`config.mk`:
```
export PLATFORM = sky130hd
export DESIGN_NAME = clock_edge_monitor
export DESIGN_NICKNAME = d
export VERILOG_FILES = /design/src/rtl/clock_edge_monitor.sv
export SDC_FILE = /design/constraint.sdc
export NUM_CORES = 1
export LEC_CHECK = 0
export ABC_AREA = 1
export ABC_CLOCK_PERIOD_IN_PS = 3030
export BUFFER_PORTS_ARGS = -buffer_cell sky130_fd_sc_hd__buf_4
export CAP_MARGIN = 20
export CORE_MARGIN = 4
export CORE_UTILIZATION = 39
export CTS_BUF_LIST = sky130_fd_sc_hd__clkbuf_4
export CTS_CLUSTER_DIAMETER = 150
export DETAILED_ROUTE_END_ITERATION = 8
export GPL_TIMING_DRIVEN = 0
export PLACE_DENSITY = 0.67
export SETUP_SLACK_MARGIN = 0.15
export SYNTH_ARGS = -nofsm -noshare
export SYNTH_HDL_FRONTEND = slang
export SYNTH_SLANG_ARGS = --single-unit
```
`constraint.sdc`:
```
create_clock -name clk_in -period 3.03 [get_ports clk_in]
set_input_delay 0 -clock clk_in [delete_from_list [all_inputs] [get_ports clk_in]]
set_output_delay 0 -clock clk_in [all_outputs]
set_load 0.03 [all_outputs]
```
`src/rtl/clock_edge_monitor.sv`:
```
// Synchronizes a slow asynchronous clock-like input, emits rise/fall strobes, measures rise-to-rise
// period behind a valid/ready holding register and flags stalls; CLOCK_EDGE_MONITOR_DUTY_EN adds high-time.
module clock_edge_monitor #(
    parameter int SYNC_STAGES = 2,
    parameter int CNT_W       = 16,
    parameter int TIMEOUT     = 1000
) (
    input  logic             clk_in,
    input  logic             rst_n,
    input  logic             sig_in,
    output logic             sig_sync,
    output logic             rise_pulse,
    output logic             fall_pulse,
    output logic [CNT_W-1:0] period,
    output logic             period_valid,
    input  logic             period_ready,
    output logic             overrun,
    output logic             stalled,
    output logic [CNT_W-1:0] high_time
);
    localparam logic [CNT_W-1:0] CNT_MAX   = {CNT_W{1'b1}};
    localparam logic [CNT_W-1:0] CNT_ONE   = CNT_W'(1);
    localparam logic [CNT_W-1:0] TIMEOUT_C = CNT_W'(TIMEOUT);

    typedef enum logic [1:0] {
        ST_WAIT_FIRST = 2'd0,
        ST_MEASURE    = 2'd1,
        ST_STALLED    = 2'd2
    } state_e;

    logic [SYNC_STAGES-1:0] sync_q;
    logic                   prev_q;
    logic                   rise_q;
    logic                   fall_q;
    logic                   rise_d;
    logic                   fall_d;
    logic [CNT_W-1:0]       cnt_q;
    logic [CNT_W-1:0]       cnt_d;
    state_e                 state_q;
    state_e                 state_d;
    logic                   load;
    logic                   xfer;
    logic [CNT_W-1:0]       period_q;
    logic                   valid_q;
    logic                   overrun_q;

    assign sig_sync = sync_q[SYNC_STAGES-1];
    // Edge events are decoded one cycle early so the registered strobes and the report share an edge.
    assign rise_d   = sig_sync & ~prev_q;
    assign fall_d   = ~sig_sync & prev_q;

    always_ff @(posedge clk_in or negedge rst_n) begin
        if (!rst_n) begin
            sync_q <= '0;
            prev_q <= 1'b0;
            rise_q <= 1'b0;
            fall_q <= 1'b0;
            cnt_q  <= '0;
        end else begin
            sync_q <= {sync_q[SYNC_STAGES-2:0], sig_in};
            prev_q <= sig_sync;
            rise_q <= rise_d;
            fall_q <= fall_d;
            cnt_q  <= cnt_d;
        end
    end

    always_comb begin
        cnt_d = cnt_q;
        if (rise_d) begin
            cnt_d = CNT_ONE;
        end else if (cnt_q != CNT_MAX) begin
            cnt_d = cnt_q + CNT_ONE;
        end
    end

    assign rise_pulse = rise_q;
    assign fall_pulse = fall_q;

    always_ff @(posedge clk_in or negedge rst_n) begin
        if (!rst_n) begin
            state_q <= ST_WAIT_FIRST;
        end else begin
            state_q <= state_d;
        end
    end

    always_comb begin
        state_d = state_q;
        case (state_q)
            ST_WAIT_FIRST: if (rise_d) state_d = ST_MEASURE;
            ST_MEASURE:    if (!rise_d && (cnt_d == TIMEOUT_C)) state_d = ST_STALLED;
            ST_STALLED:    if (rise_d) state_d = ST_MEASURE;
            default:       state_d = ST_WAIT_FIRST;
        endcase
    end

    // Only a rise that closes an interval started in MEASURE is a trustworthy period.
    always_comb begin
        load    = 1'b0;
        stalled = 1'b0;
        case (state_q)
            ST_MEASURE: load    = rise_d;
            ST_STALLED: stalled = 1'b1;
            default: begin
                load    = 1'b0;
                stalled = 1'b0;
            end
        endcase
    end

    assign xfer = valid_q & period_ready;

    always_ff @(posedge clk_in or negedge rst_n) begin
        if (!rst_n) begin
            period_q  <= '0;
            valid_q   <= 1'b0;
            overrun_q <= 1'b0;
        end else begin
            overrun_q <= 1'b0;
            if (load) begin
                period_q  <= cnt_q;
                valid_q   <= 1'b1;
                overrun_q <= valid_q & ~period_ready;
            end else if (xfer) begin
                valid_q <= 1'b0;
            end
        end
    end

    assign period       = period_q;
    assign period_valid = valid_q;
    assign overrun      = overrun_q;

`ifdef CLOCK_EDGE_MONITOR_DUTY_EN
    logic [CNT_W-1:0] hcnt_q;
    logic [CNT_W-1:0] pend_q;
    logic [CNT_W-1:0] high_q;

    // The pending value is the high phase of the period the next report closes.
    always_ff @(posedge clk_in or negedge rst_n) begin
        if (!rst_n) begin
            hcnt_q <= '0;
            pend_q <= '0;
            high_q <= '0;
        end else begin
            if (rise_d) begin
                hcnt_q <= CNT_ONE;
            end else if (sig_sync && (hcnt_q != CNT_MAX)) begin
                hcnt_q <= hcnt_q + CNT_ONE;
            end
            if (fall_d) begin
                pend_q <= hcnt_q;
            end
            if (load) begin
                high_q <= pend_q;
            end
        end
    end

    assign high_time = high_q;
`else
    assign high_time = '0;
`endif

endmodule
```
# After elaboration in Yosys (flattened, before gate mapping)
# Cells that the tools add are included.
[word_totals] romBits=0 ramBits=0 out_inout_bits=38 n_memories=0 latchBits=0 regBits=41 input_bits=4
[classes] muxes=10 add_sub_neg=1 order_cmp=0 n_eq_ne=6 n_bitwise=7 shifts=0 div_mod_pow=0 n_reduce_logical=6 mul=0
[op_table] cell="$mux W16" count=2
[op_table] cell="$add A16 B1 Y16 const B" count=1
[op_table] cell="$eq A16 B10 Y1 const B" count=1
[op_table] cell="$ne A16 B16 Y1 const B" count=1
[op_table] cell="$mux W1" count=5
[op_table] cell="$and A1 B1 Y1" count=4
[op_table] cell="$mux W2" count=2
[op_table] cell="$pmux W2 S2" count=1
[op_table] cell="$not A1 Y1" count=3
[op_table] cell="$eq A2 B1 Y1 const B" count=1
[op_table] cell="$eq A2 B2 Y1 const B" count=1
[op_table] cell="$logic_not A2 Y1" count=1
[op_table] cell="$ne A2 B1 Y1 const B" count=1
[op_table] cell="$ne A2 B2 Y1 const B" count=1
[op_table] cell="$reduce_and A2 Y1" count=1
[op_table] cell="$reduce_bool A2 Y1" count=1
[op_table] cell="$reduce_or A2 Y1" count=1
[op_table] cell="$logic_and A1 B1 Y1" count=1
[op_table] cell="$logic_not A1 Y1" count=1

# Longest topological paths before layout
# Gate-level depths: netlist of run 1.
[depth] depth_word=7 ltp_mapped=14 mapped_depth_nobuf=14

# Worst setup path before layout of run 1
# Ideal clock, no wire load.
[synth_path] path_type="register -> register" startpoint="reg cnt_q[0]" endpoint="reg state_q[0]" arrival_time_ns=1.601 n_path_buf=1 setup_time_ns=0.117 slack_ns=1.312 stages_incl_launch_ff=14 period_less_slack_ns=1.718 path_cell_list="dfrtp_1 -> ha_1 -> nand3_2 -> nor2_4 -> nand2_4 -> buf_6 -> nand2_2 -> nand3_2 -> clkinv_1 -> nand2_1 -> nor2_1 -> nand3_1 -> nand2_1 -> nand2_1"
[synth_via] elab_chain_cells=7
[synth_rtl] item="from (decl)" line="37" text="logic [CNT_W-1:0] cnt_q;"
[synth_rtl] item="from (signal assigned)" line="64" text="cnt_q <= cnt_d;"
[synth_rtl] item="$add A16 B1 Y16 / $ne A16 B16 Y1 (equally long branches)" line="73, 72"
[synth_rtl] item="$mux W16 *" line="72" text="end else if (cnt_q != CNT_MAX) begin"
[synth_rtl] item="$mux W16 *" line="70" text="if (rise_d) begin"
[synth_rtl] item="$eq A16 B10 Y1 *" line="92" text="ST_MEASURE: if (!rise_d && (cnt_d == TIMEOUT_C)) state_d = ST_STALLED;"
[synth_rtl] item="$logic_and A1 B1 Y1 *" line="92"
[synth_rtl] item="$ne A2 B2 Y1 (no line) *"
[synth_rtl] item="$reduce_and A2 Y1 (no line) *"
[synth_rtl] item="to (signal assigned)" line="84" text="state_q <= state_d;"
[synth_rtl] item="to (decl)" line="39" text="state_e state_q;"
# Mark *: on every way between the ends. The rest lies on a longest branch, timed or not.
# A chain may end at the register's enable or synchronous reset.

# Final worst setup path of run 1
[layout_path] startpoint="reg cnt_q[0]" endpoint="reg state_q[1]"
# The elaborated chain is that of the path after synthesis.

==> impl_metrics.ini, run 1 <==
[placement]
dp.cells = 407
dp_hpwl_um = 3744
place_congestion = 0.8705
io_buffers = 25
place_ws_ns = 0.9928

[layout]
antenna_cells = 0
fin_nets = 350
syn_to_final_growth_pct = 18.42
finalNonFillerCells = 418
nFillCells = 573
drive_gt1_share_pct = 23.41

[worst_setup_path]
cp.required_ns = 3.32
critical_path.max_fanout = 10
crit_arrival_ns = 2.37
path_class = reg -> reg
end_kind = flip-flop
start_kind = flip-flop

[floorplanning]
ios = 42
dieArea_um2 = 7122
start_util_pct = 40.83
die_y_um = 84.39
num_rows = 27
core_um2 = 5574
die_x_um = 84.39

[routing]
drt_first_pass_iters = 4
post-route-drc-count = 0
drt_iter0_markers = 99
ant_nets = 0
vias = 1857
totalWireLength_um = 4818
viasPerCell = 4.443
post_drt_wl_per_cell_um = 11.53

[power]
p_seq_share_pct = 51.3
power_mw = 1.271
powerDensity_nw_per_um2 = 471.8
p_sw_share_pct = 35.71
intPower_uw = 817.4
total_leakage_power_nw = 1.485
p_sw_uw = 454.1
combPwrFrac_pct = 26.9
clock_power_share_pct = 21.8
ir_drop_v = 0.0002496

[clocking]
clock_latency_ns = 0.35
cts_buffer_depth = 2
cts_root_buffer = clkbuf_4
cts_buffers = 5
cts_sinks = 41
post-cts-setup-buffers = 0
tritoncts = yes
clkSlewWorstSetupHoldPaths_ns = 0.13
cts_resized = 0
cts_htree_levels = 2

[synth]
yosysWarnings = 0
synth-seq-cells = 41
yosysSeqAreaShare_pct = 45.08
synthCells = 295
synth.distinct_cells = 30
syn_area_um2 = 2276
syn_area_per_cell_um2 = 7.715

[timing]
fin_crit_ns = 2.074
hold_viol_final = 0
rsz0062_at_grt = no
timing.fmax_ghz = 0.4821
fin_setup_tns_ns = 0
fin_skew_ns = 0.01017
finalSetupViolCount = 0
fin_ws_ns = 0.9557
period_share_pct = 68.46
slew_violations = 0

[outcome]
status = finished, final reports clean

[grt]
gr-total-overflow = 0
grt_pass1_vias = 1773
grtUsageTotal_pct = 13.93
antenna_found_initial = 0
grt_pass1_wl_um = 7962
grt_max_degree = 42

[min_path]
hold_path_class = in -> async

[job]
timing.max_cap.violations = 0
==> metal layers <==
metal / GRT usage (%) / part of all wire (%)
met5: 0 / 0
met4: 5.180 / 1.7
met3: 3.042 / 5.0
met2: 22.74 / 45
met1: 18.17 / 48
==> worst paths after layout <==
check                      startpoint         end  slack (ns)  depth (start not counted)
max                          cnt_q[0]  state_q[1]        0.96                         12
min                             rst_n   cnt_q[13]        0.14                          2
max reg2reg                  cnt_q[0]  state_q[1]        0.96                         12
min reg2reg                 sync_q[0]   sync_q[1]        0.36                          0
max in group asynchronous       rst_n   period[7]        2.54                          2
min in group clk_in            sig_in   sync_q[0]        0.29                          2
==> critical path, stage by stage (launching register included) <==
cell,delay [ns]
dfrtp_1,0.48
ha_1,0.33
nand3_2,0.16
nor2_4,0.19
nand2_4,0.10
buf_6,0.16
nand2_2,0.08
nand2_1,0.08
nor2_1,0.14
nand2_1,0.08
nor2_1,0.10
nand2_1,0.06
nand2_1,0.06
==> cell families (layout without fill, tap and decap cells) <==
kind of cell	Yosys count	in the layout	share of synthesized area, %
XOR/XNOR	2	2	0.7698
AO/OA/AOI/OAI	25	25	6.048
multiplexers	3	3	1.484
adder cells (fa/ha/maj)	1	1	0.5497
AND/OR/NAND/NOR	157	157	32.00
buffers and inverters	65	101	13.91
flip-flops	41	41	45.08
other	1	16	0.1648
==> power groups by stage <==
stage | Sequential, mW | Combinational [mW] | Clock [mW]
floorplan | 0.704 | 0.191 | 0
global placement | 0.661 | 0.335 | 0
detailed placement | 0.662 | 0.338 | 0
CTS | 0.651 | 0.343 | 0.283
global route | 0.660 | 0.375 | 0.305
finish | 0.652 | 0.341 | 0.278
==> through the flow <==
| step | area (um2) | hold WS (ns) | utilization (%) |
|---|---|---|---|
| 6_report | 2695 | 0.1411 | 48.35 |
| 5_1_grt | 2695 | 0.1809 | 48.35 |
| 4_1_cts | 2695 | 0.1552 | 48.35 |
| 3_5_place_dp | 2610 | 0.009001 | 46.82 |
| 3_3_place_gp | 2610 | 0.01036 | 46.82 |
| 2_1_floorplan | 2332 | -0.2956 | - |
==> layout by cell type, fill, tap and decap left out, types with 4 or more instances in the layout <==
cell and instances:
nand2_1 83, buf_4 42, dfrtp_1 41, inv_1 39, nor2_1 25, nand3_1 21, o21ai_0 18, conb_1 16
nor2_2 7, nand2_2 6, clkbuf_4 6, nor2_4 5, nand4_1 4
==> sequential cells by signal (all words and copies together) (netlist names) <==
signal        flops
prev_q            1
state_q           2
sync_q            2
overrun           1
rise_pulse        1
cnt_q            16
period           16
period_valid      1
fall_pulse        1
==> layout make-up <==
type                       count  area, um2  share of cell area (%)
clock inverter                 2      10.01                  0.3714
sequential                    41       1026                   38.07
clock buffer                   6      45.04                   1.671
buffer                        22      155.1                   5.757
inverter                      43      161.4                   5.989
tap                           72      90.09                   3.343
timing repair buffer          28      217.7                   8.078
multi-input combinational    204      989.7                   36.72
==> cell usage after synthesis <==
library cell	instances	area (um2)
conb_1	1	3.750
clkinv_1	2	7.510
a21oi_2	2	17.52
nand2_4	2	22.52
nor3_1	1	5.000
dfrtp_1	41	1026
buf_6	1	11.26
ha_1	1	12.51
nand3_1	21	105.1
o21ai_1	2	10.01
mux2_2	3	33.78
o21bai_1	1	7.510
a21oi_1	1	5.000
o21a_1	1	7.510
nand3_2	2	20.02
o21ai_0	18	90.09
nor2_2	7	43.79
xnor2_1	1	8.760
clkbuf_1	3	11.26
xor2_1	1	8.760
inv_1	39	146.4
inv_2	2	7.510
nand2_2	6	37.54
buf_2	1	5.000
nand4_1	4	25.02
nor2_4	5	56.30
nand3b_1	1	7.510
buf_4	17	127.6
nor2_1	25	93.84
nand2_1	83	311.6
==> repair_timing <==
item / in CTS / in global routing
endpoints found under the setup margin: 0 / 0
endpoints found under the hold margin: 44 / 0
hold buffers: 3 / 0
Power figures use the tool's default switching activity.
==> run 2, diff against run 1 <==
ABC_CLOCK_PERIOD_IN_PS = 2000   (was 3030)
clock period = 2 ns   (was 3.03 ns; I/O delays follow)
==> run 2 against run 1 <==
Clock power is 51% higher. Via count grew 6.3%. Flip-flop and latch count did not move. First-iteration DRC count rose by 13%. Sequential share of layout area decreased by 2.5 points. Non-clock buffer count rose by 15. Sequential power grew 53%. Critical path type unchanged. Largest cell class is now multi-input combinational cells.
==> impl_metrics.ini, run 2 (same netlist as run 1, synthesis figures left out) <==
[routing]
ant_nets = 0
post-route-drc-count = 0
vias = 1974
viasPerCell = 4.559
drt_first_pass_iters = 4
drt_iter0_markers = 112
totalWireLength_um = 5268
post_drt_wl_per_cell_um = 12.17

[outcome]
status = finished, final reports clean

[worst_setup_path]
critical_path.max_fanout = 4
start_kind = flip-flop
rrSetupSlack_ns = 0.23
r2r-end = state_q[1]
cp.required_ns = 2.30
rr_worst_depth = 13
end_kind = flip-flop
r2r-start = cnt_q[1]
path_class = reg -> reg
crit_arrival_ns = 2.07

[floorplanning]
ios = 42
start_util_pct = 40.83
num_rows = 27
die_x_um = 84.39
dieArea_um2 = 7122
core_um2 = 5574
die_y_um = 84.39

[grt]
grtUsageTotal_pct = 14.26
grt_pass1_vias = 1801
grt_pass1_wl_um = 8183
gr-total-overflow = 0
grt_max_degree = 42
antenna_found_initial = 0

[clocking]
cts_buffer_depth = 2
clock_latency_ns = 0.36
cts_htree_levels = 2
cts_root_buffer = clkbuf_4
tritoncts = yes
cts_buffers = 5
clkSlewWorstSetupHoldPaths_ns = 0.13
cts_sinks = 41

[placement]
place_congestion = 0.8705
dp.cells = 407
place_ws_ns = -0.03724
io_buffers = 25
dp_hpwl_um = 3744

[layout]
drive_gt1_share_pct = 31.86
antenna_cells = 0
mostFrequentLayoutCell = nand2_1
fin_nets = 365
nFillCells = 560
layout_common_cells = 75 x nand2_1, 55 x buf_4, 39 x inv_1
syn_to_final_growth_pct = 27.27
postLayoutCoreUtil_pct = 51.96
finalNonFillerCells = 433

[timing]
max_slew_margin_pct = 66.56
fin_crit_ns = 1.771
fin_ws_ns = 0.2288
finalSetupViolCount = 0
slew_violations = 0
hold_viol_final = 0
worst_pin_slew_ns = 0.5015
period_share_pct = 88.56
timing.fmax_ghz = 0.5646
fin_skew_ns = 0.01241
rsz0062_at_grt = yes
fin_setup_tns_ns = 0

[power]
ir_drop_v = 0.0003912
total_leakage_power_nw = 1.572
powerDensity_nw_per_um2 = 701.1

[min_path]
hold_path_class = in -> async

[job]
timing.max_cap.violations = 0
==> run 2: changes by cell type in the layout (fill, tap and decap cells not counted), sizes merged <==
cell      previous run  this run
clkinvlp             0         1
clkinv               4         3
buf                 44        59
==> run 2: how the worst max path moves through the flow <==
| stage | slack, ns | startpoint | endpoint |
|---|---|---|---|
| detailed placement | -0.04 | cnt_q[0] | state_q[0] |
| global route | 0.04 | cnt_q[6] | state_q[0] |
| global placement | -0.004 | cnt_q[0] | state_q[0] |
| CTS | 0.16 | cnt_q[12] | state_q[0] |
| floorplan | 0.28 | cnt_q[0] | state_q[0] |
| finish | 0.23 | cnt_q[1] | state_q[1] |
==> run 2: timing repair <==
| action | 4_1_cts | 5_1_grt |
|---|---|---|
| hold buffers | 3 | 0 |
| endpoints found under the setup margin | 2 | 4 |
| setup buffers | 3 | 12 |
| endpoints found under the hold margin | 44 | 0 |
| pin swaps | 0 | 10 |
| gates resized for setup | 4 | 25 |
==> run 2: final cells by class <==
class | count | area (um2) | share of cell area (%)
Sequential cell | 41 | 1031 | 35.59
Inverter | 43 | 165.2 | 5.702
Buffer | 22 | 160.2 | 5.529
Clock inverter | 2 | 10.01 | 0.3456
Clock buffer | 6 | 45.04 | 1.555
Tap cell | 72 | 90.09 | 3.110
Multi-Input combinational cell | 204 | 1057 | 36.50
Timing Repair Buffer | 43 | 337.8 | 11.66
==> run 2: worst max-delay path: stages, from the launching register on <==
cell and delay (ns):
dfrtp_2 0.43, ha_4 0.19, inv_1 0.08, nor2_4 0.14
nand2_4 0.10, nor2_2 0.17, nand3_2 0.11, nand2_1 0.07
nor2_1 0.06, nor2_1 0.10, nand3_1 0.07, nor2_1 0.09
nand2_1 0.06, nand2_1 0.06
==> run 2: metal layers <==
metal,GRT usage (%),up-vias,wire length [um]
met3,3.042,8,316
li1,-,1008,-
met1,18.48,902,2319
met4,4.604,0,69
met2,23.82,56,2562
met5,0,-,0
==> run 2: through the flow <==
stage | total power [mW] | hold WS (ns) | cell area, um2
after floorplan | 1.356 | -0.2956 | 2332
after global placement | 1.509 | 0.01036 | 2610
after detailed placement | 1.515 | 0.009001 | 2610
after CTS | 1.980 | 0.1552 | 2733
after global routing | 2.137 | 0.1808 | 2897
final | 2.031 | 0.1345 | 2897
==> run 2: report_power, final <==
| group | switching [mW] | total [mW] | internal [mW] |
|---|---|---|---|
| clock network | 0.272 | 0.419 | 0.148 |
| registers | 0.0851 | 0.996 | 0.911 |
| logic | 0.366 | 0.616 | 0.250 |
| total | 0.723 | 2.03 | 1.31 |
